File: config.mk
export PLATFORM = sky130hd
export DESIGN_NAME = prll_bs_drvr_endpoint
export DESIGN_NICKNAME = d
export VERILOG_FILES = /design/src/rtl/prll_bs_drvr_endpoint.sv
export SDC_FILE = /design/constraint.sdc
export NUM_CORES = 2
export LEC_CHECK = 0
export BUFFER_PORTS_ARGS = -buffer_cell sky130_fd_sc_hd__buf_4
export CAP_MARGIN = 20
export CELL_PAD_IN_SITES_DETAIL_PLACEMENT = 0
export CELL_PAD_IN_SITES_GLOBAL_PLACEMENT = 1
export CORE_ASPECT_RATIO = 1.25
export CORE_MARGIN = 10
export CORE_UTILIZATION = 43
export CTS_CLUSTER_DIAMETER = 120
export DETAILED_ROUTE_END_ITERATION = 7
export PLACE_DENSITY_LB_ADDON = 0.1
export SYNTH_ARGS = -nofsm -noshare
export SYNTH_HDL_FRONTEND = slang
export SYNTH_SLANG_ARGS = --single-unit
File: constraint.sdc
create_clock -name clk -period 22.9 [get_ports clk]
set_input_delay 1.145 -clock clk [delete_from_list [all_inputs] [get_ports clk]]
set_output_delay 1.145 -clock clk [all_outputs]
set_load 0.005 [all_outputs]
File: src/rtl/prll_bs_drvr_endpoint.sv
// Bus driver endpoint: host-side TX FIFO toward the bus arbiter, RX FIFO back to the host.
// Ports: clk, reset (async high); host tx_valid/tx_data/tx_ready; bus pndng/pop/D_pop;
//   bus push/D_push; host rx_valid/rx_data/rx_ready; tx_count, rx_count, rx_overflow.
// Optional feature: define DRVR_ADDR_FILTER_EN to drop pushes not addressed to id or broadcast.
module prll_bs_drvr_endpoint #(
  parameter int unsigned bits = 256,
  parameter int unsigned depth = 8,
  parameter logic [7:0] id = 8'd0,
  parameter logic [7:0] broadcast = {8{1'b1}}
) (
  input  logic                         clk,
  input  logic                         reset,
  input  logic                         tx_valid,
  input  logic [bits-1:0]              tx_data,
  output logic                         tx_ready,
  output logic                         pndng,
  input  logic                         pop,
  output logic [bits-1:0]              D_pop,
  input  logic                         push,
  input  logic [bits-1:0]              D_push,
  output logic                         rx_valid,
  output logic [bits-1:0]              rx_data,
  input  logic                         rx_ready,
  output logic [$clog2(depth+1)-1:0]   tx_count,
  output logic [$clog2(depth+1)-1:0]   rx_count,
  output logic                         rx_overflow
);

  localparam int unsigned aw = $clog2(depth);
  localparam int unsigned cw = $clog2(depth+1);
  localparam logic [cw-1:0] full = cw'(depth);

  logic [bits-1:0] tx_mem [depth];
  logic [bits-1:0] rx_mem [depth];

  logic [aw-1:0] tx_wp;
  logic [aw-1:0] tx_rp;
  logic [aw-1:0] rx_wp;
  logic [aw-1:0] rx_rp;
  logic [cw-1:0] tx_cnt;
  logic [cw-1:0] rx_cnt;
  logic          ovf;

  logic tx_wr;
  logic tx_rd;
  logic addr_ok;
  logic rx_wr;
  logic rx_rd;
  logic rx_drop;

`ifdef DRVR_ADDR_FILTER_EN
  assign addr_ok = (D_push[bits-1 -: 8] == id) ||
                   (D_push[bits-1 -: 8] == broadcast);
`else
  assign addr_ok = 1'b1;
`endif

  // Flags come from the pre-edge counts, so a pop never frees a slot
  // for a write in the same cycle.
  assign tx_ready = (tx_cnt != full);
  assign pndng    = (tx_cnt != '0);
  assign rx_valid = (rx_cnt != '0);

  assign tx_wr   = tx_valid & tx_ready;
  assign tx_rd   = pop & pndng;
  assign rx_wr   = push & addr_ok & (rx_cnt != full);
  assign rx_drop = push & addr_ok & (rx_cnt == full);
  assign rx_rd   = rx_ready & rx_valid;

  assign D_pop    = pndng ? tx_mem[tx_rp] : '0;
  assign rx_data  = rx_valid ? rx_mem[rx_rp] : '0;
  assign tx_count = tx_cnt;
  assign rx_count = rx_cnt;
  assign rx_overflow = ovf;

  // Storage is deliberately left out of reset; counts gate visibility.
  always_ff @(posedge clk) begin
    if (tx_wr) tx_mem[tx_wp] <= tx_data;
    if (rx_wr) rx_mem[rx_wp] <= D_push;
  end

  // Pointers are exactly aw bits wide, so they wrap modulo depth.
  always_ff @(posedge clk or posedge reset) begin
    if (reset) begin
      tx_wp  <= '0;
      tx_rp  <= '0;
      tx_cnt <= '0;
      rx_wp  <= '0;
      rx_rp  <= '0;
      rx_cnt <= '0;
      ovf    <= 1'b0;
    end else begin
      if (tx_wr) tx_wp <= tx_wp + 1'b1;
      if (tx_rd) tx_rp <= tx_rp + 1'b1;
      tx_cnt <= tx_cnt + cw'(tx_wr) - cw'(tx_rd);
      if (rx_wr) rx_wp <= rx_wp + 1'b1;
      if (rx_rd) rx_rp <= rx_rp + 1'b1;
      rx_cnt <= rx_cnt + cw'(rx_wr) - cw'(rx_rd);
      if (rx_drop) ovf <= 1'b1;
    end
  end

endmodule

# After elaboration in Yosys (flattened, before gate mapping)
# Memory sizes are Yosys's and may differ from the RTL's.
# Cells that the tools add are included.
dict set report totals {
  latch_bits 0
  ramBits 4096
  wordCells 33
  memories 2
  regBits 21
  mem_bits_ro 0
}
dict set report op_classes {
  reduce_logical 2
  n_mux 6
  addsub 8
  n_div 0
  order_cmp 0
  bitwise_logic 5
  shifts 0
  mul 0
  eq_ne 3
}
# name depth word_bits read_ports rd_ports_with_merged_regs write_ports line_no
set mem_list {}
lappend mem_list {rx_mem 8 256 1 0 1 34} ;# logic [bits-1:0] rx_mem [depth];
lappend mem_list {tx_mem 8 256 1 0 1 33} ;# logic [bits-1:0] tx_mem [depth];
# cell count
set op_table {}
lappend op_table {{$mux W256} 2}
lappend op_table {{$add A3 B1 Y3 const B} 4}
lappend op_table {{$add A4 B1 Y4} 2}
lappend op_table {{$ne A4 B4 Y1 const B} 2}
lappend op_table {{$reduce_bool A4 Y1} 2}
lappend op_table {{$sub A4 B1 Y4} 2}
lappend op_table {{$and A1 B1 Y1} 5}
lappend op_table {{$eq A4 B4 Y1 const B} 1}
lappend op_table {{$mux W1} 4}

# Logic depth before layout (Yosys ltp)
dict set report logic_depth {
  depth_word 4
  ltp_mapped 12
}

# Worst setup path after synthesis
# Ideal clock, no wire load.
dict set report synth_timing {
  path_type {input -> register}
  from {input push}
  to {memory rx_mem[0][0], enable pin}
  n_path_buf 0
  path_slack_ns 3.208
  required_ns 21.714
  t_arrival_ns 18.506
  cell_stages 2
  setup_ns 1.186
  path_cell_list {nand3b_1 -> nor3_1}
}
dict set report synth_between {
  elab_chain_len 3
}
# item line_no
set synth_rtl {}
lappend synth_rtl {{from (decl)} 19} ;# input logic push,
lappend synth_rtl {{$and A1 B1 Y1} 66} ;# assign rx_wr = push & addr_ok & (rx_cnt != full);
lappend synth_rtl {{$mux W1} 79} ;# if (rx_wr) rx_mem[rx_wp] <= D_push;
lappend synth_rtl {{$mux W1 (implied by the code)} 79}
lappend synth_rtl {{to (decl)} 34}
# Every way passes these cells.

# Worst setup path in the final report
dict set report layout_timing {
  from {register rx_rp[0]}
  to {output rx_data[232]}
}
dict set report layout_between {
  elab_chain_len 2
}
# item line_no
set layout_rtl {}
lappend layout_rtl {{from (decl)} 39} ;# logic [aw-1:0] rx_rp;
lappend layout_rtl {{from (signal assigned)} 97} ;# if (rx_rd) rx_rp <= rx_rp + 1'b1;
lappend layout_rtl {{$mem_v2 Z8 W256} n/a}
lappend layout_rtl {{$mux W256} 71} ;# assign rx_data = rx_valid ? rx_mem[rx_rp] : '0;
lappend layout_rtl {{to (decl)} 22} ;# output logic [bits-1:0] rx_data,
# Every way passes these cells.

==> impl.org <==
** Drt
- The detail route stage leaves a number of antenna-violating nets equal to 0.
- The first routing iteration left 5840 violations.
- Final routed wire length divided by cell count :: 31.8 um
- Number of vias after detailed routing :: 69931
- For this run, design rule violations remaining after detail routing come to 0.
- Final Routed Wirelength :: 394000 um
- Dividing the detail-routed via count by the number of cells gives 5.64.
- TritonRoute pass-1 iters :: 6

** Placement
- Quantity of I/O buffers inserted on ports :: 1041
- Post-Place Setup Slack :: 17.09 ns
- Number of placed cells counting well taps :: between 10000 and 15000
- Post-detailed-placement half-perimeter wirelength :: 227000 um
- Global placement routability congestion :: 0.750

** Global route
- The initial antenna violation count came to 158.
- In this run the most used layer during global routing was met2.
- Summed over all layers, the global routing overflow is 0.
- Global routing consumed, over all layers together, 20.0% of the routing resources.
- Met2 track demand over resource :: between 30% and 40%
- Entering global routing, the biggest net connects roughly 150 pins.
- Global routing consumed, on the met1 layer, 26.1% of the routing resources.
- Number of global-route vias before repair :: 73065
- For this run, global-route usage on met3 was measured as 7.90%.
- Wire length of the first global-routing pass :: 556000 um

** Clock tree
- CTS placed an instance of sky130_fd_sc_hd__clkbuf_16 at the clock tree root.
- Number of hold buffers added after CTS :: 0
- The number of gates resized after CTS was 0.
- Maximum number of buffers from clock root to sink :: 4
- Buffers inserted during clock tree synthesis total 405.
- CTS tree :: done
- Counting every sink on the clock net gives 4117.
- Clock latency of the later-clocked register in the worst-skew pair :: 0.97 ns
- After clock tree synthesis, the setup repair step added 0 buffers.
- The clock tree synthesis step divided the H-tree into 5 levels.
- Clock-pin slew was measured on the worst setup and hold paths at 0.06 ns.

** Synthesis
- Count of unique library cells instantiated by Yosys :: 29
- Synthesized netlist cell count :: ~6100
- Count of flip-flops with a built-in enable after synthesis :: roughly 4000
- Per-instance average area after synthesis :: 25.2 sq um
- Mapped Area :: 154000 sq um
- Synthesis produced a netlist with a net count of 6635.
- Among all flip-flop cells after synthesis, the most frequent one is sky130_fd_sc_hd__edfxtp_1.
- Async SR Flop Fraction :: 0.510%
- Proportion of synthesized chip area in sequential cells :: 80.3%
- Number of warning messages in the yosys log :: 0
- In this run, synthesis produced a sequential element count of 4117.

** Cells and area
- Signed area change from the synthesized netlist to the final layout :: 17.1%
- After filler insertion, the fill cell instance count of the layout stands at 28275.
- Total area of sequential cells :: around 120000 sq um
- The finished layout holds 12404 standard cells, fillers aside.
- Commonest non-fill, non-tap cell in the layout :: sky130_fd_sc_hd__edfxtp_1
- Commonest cells after routing, fill and taps aside :: sky130_fd_sc_hd__edfxtp_1 (4096), sky130_fd_sc_hd__buf_4 (1137), sky130_fd_sc_hd__mux4_2 (1024)
- Summing all multi-input logic gate instances after layout gives 28300 sq um.
- Share of final-layout standard cells stronger than drive strength 1 :: 36.5%
- Count of nets after finishing :: approximately 7900

** Timing
- Setup repair after global routing left no endpoint under its margin.
- For the final routed database, the setup TNS stands at 0 ns.
- For the pin with the worst max-slew slack, the measured transition is 1.18 ns.
- Setup violators final :: 0
- The final-report hold violation count is 0.
- Static timing analysis puts the maximum clock frequency at ~150 MHz.
- Post-layout worst setup margin :: 16.33 ns
- Across all hold checks on the routed design, the worst slack comes to about 0.27 ns.
- Counting I/O delays and the setup requirement, the final critical path takes approximately 6.6 ns.
- Count of pins over their slew limit :: 0
- Measured against its own limit, the worst slew margin works out to 21.2%.
- Final cycle utilization of the critical path :: between 20% and 30%
- Clock skew after layout :: around 0.054 ns

** Power
- For this design the static power due to leakage is 58.6 nW.
- Max rail drop VDD :: 0.112 mV
- Power density relative to cell area :: between 100 and 150 nW/um^2

** Worst setup path
- Required time of the worst setup path :: 21.76 ns
- Capturing instance or port of the critical path :: rx_data[232]
- The worst setup path is launched from a flip-flop.
- Crit path launch :: rx_rp[0]$_DFFE_PP0P_
- Capture instance of the worst register-to-register path :: tx_mem[5][127]$_DFFE_PP_
- Depth of the worst register-to-register path :: 9
- The critical path is of the flip-flop to output pin type.
- The worst register-to-register path begins at tx_count[2]$_DFF_PP0_.
- Register-to-register path setup slack :: 17.86 ns
- Worst Path Max Fanout :: 110
- The worst setup path is captured at an output pin.
- Endpoint arrival time on the critical path :: between 5 and 6 ns

** Die
- Pin placement for this block handled 1042 I/O pins.
- Vert. Die Dim :: between 600 and 700 um
- Cell Rows :: 245
- The region available for standard cell placement spans 356000 sq um.
- Die Width :: 555 um
- Once the floorplan was initialized, standard cells occupied 43.2% of the core.
- Area of the die :: 382000 sq um

** Run
- Max-cap violations in this run came to 0.

** Hold path
- The tightest min-delay check is of the primary input to asynchronous set/reset pin type.

** Run status
- Outcome :: completed
==> report_power, final <==
group | internal, mW | leakage [nW] | switching [mW]
combinational | 3.62 | 14.8 | 4.42
clock | 3.77 | 6.38 | 2.81
sequential | 9.48 | 37.4 | 0.280
==> critical path, stage by stage, from the launching register on <==
cell and delay, ns:
sky130_fd_sc_hd__dfrtp_4 0.90, sky130_fd_sc_hd__buf_4 0.83, sky130_fd_sc_hd__buf_12 0.78, sky130_fd_sc_hd__buf_12 0.65
sky130_fd_sc_hd__mux4_2 0.60, sky130_fd_sc_hd__a22o_1 0.28, sky130_fd_sc_hd__buf_4 0.15
==> per-layer routing <==
metal,up-vias,share of wire (%)
met5,-,0.17
li1,29207,-
met4,104,2.8
met2,2141,48
met3,623,9.5
met1,37856,40
==> how the worst min path moves through the flow <==
stage | endpoint | slack [ns]
3_5_place_dp | rx_overflow$_DFFE_PP0P_ | 0.47
6_report | rx_count[0]$_DFF_PP0_ | 0.27
4_1_cts | rx_count[0]$_DFF_PP0_ | 0.19
5_1_grt | rx_count[0]$_DFF_PP0_ | 0.25
2_1_floorplan | rx_rp[2]$_DFFE_PP0P_ | 0.47
3_3_place_gp | rx_overflow$_DFFE_PP0P_ | 0.47
==> logic make-up after synthesis <==
family          after synthesis  share of synthesized area, %
buf+inv                     365                          1.38
flops                      4117                          80.3
simple gates                 42                         0.145
fa+ha+maj                    18                         0.156
xor+xnor                     12                        0.0683
mux                        1028                          15.0
compound gates              517                          2.94
==> per-stage QoR <==
step	total power, mW	instance area, sq um	util [%]
2_1_floorplan	14.9	154000	-
3_3_place_gp	18.2	167000	46.8
3_5_place_dp	18.2	167000	46.8
4_1_cts	24.8	180000	50.5
5_1_grt	25.5	180000	50.5
6_report	24.4	180000	50.6
==> cell usage after synthesis, types with 2 or more instances <==
master | count | share of area [%]
sky130_fd_sc_hd__or3b_1 | 2 | 0.011
sky130_fd_sc_hd__buf_2 | 176 | 0.57
sky130_fd_sc_hd__xnor2_1 | 10 | 0.057
sky130_fd_sc_hd__buf_8 | 10 | 0.098
sky130_fd_sc_hd__buf_6 | 53 | 0.39
sky130_fd_sc_hd__and2_4 | 2 | 0.011
sky130_fd_sc_hd__nand2b_1 | 4 | 0.016
sky130_fd_sc_hd__dfrtp_1 | 21 | 0.34
sky130_fd_sc_hd__a22o_1 | 512 | 2.9
sky130_fd_sc_hd__fa_1 | 2 | 0.026
sky130_fd_sc_hd__mux4_2 | 1024 | 15
sky130_fd_sc_hd__a21oi_1 | 2 | 0.0065
sky130_fd_sc_hd__nor3_1 | 4 | 0.013
sky130_fd_sc_hd__clkbuf_1 | 57 | 0.14
sky130_fd_sc_hd__nand3_1 | 6 | 0.020
sky130_fd_sc_hd__mux2_2 | 4 | 0.029
sky130_fd_sc_hd__or3b_2 | 2 | 0.011
sky130_fd_sc_hd__nand3b_1 | 2 | 0.0098
sky130_fd_sc_hd__a21o_1 | 2 | 0.0098
sky130_fd_sc_hd__xor2_1 | 2 | 0.011
sky130_fd_sc_hd__nand2_1 | 6 | 0.015
sky130_fd_sc_hd__buf_1 | 50 | 0.12
sky130_fd_sc_hd__edfxtp_1 | 4096 | 80
sky130_fd_sc_hd__ha_1 | 16 | 0.13
sky130_fd_sc_hd__nor2_1 | 12 | 0.029
sky130_fd_sc_hd__inv_1 | 18 | 0.044
sky130_fd_sc_hd__nor2b_1 | 2 | 0.0081
==> state kept, by name, indices dropped and copies added, names as in the netlist <==
name / flops
rx_count: 4
rx_mem: 2048
rx_overflow: 1
rx_rp: 3
rx_wp: 3
tx_count: 4
tx_mem: 2048
tx_rp: 3
tx_wp: 3
==> area by class of cell <==
cell class / instances / share of cell area, %
antenna: 60 / 0.0834
clock buffer: 482 / 5.84
clock inverter: 253 / 1.43
inverter: 18 / 0.0375
multi-input combinational: 1617 / 15.7
sequential: 4117 / 68.6
tap: 4693 / 3.26
timing repair buffer: 1164 / 5.04
Power figures use the tool's default switching activity.
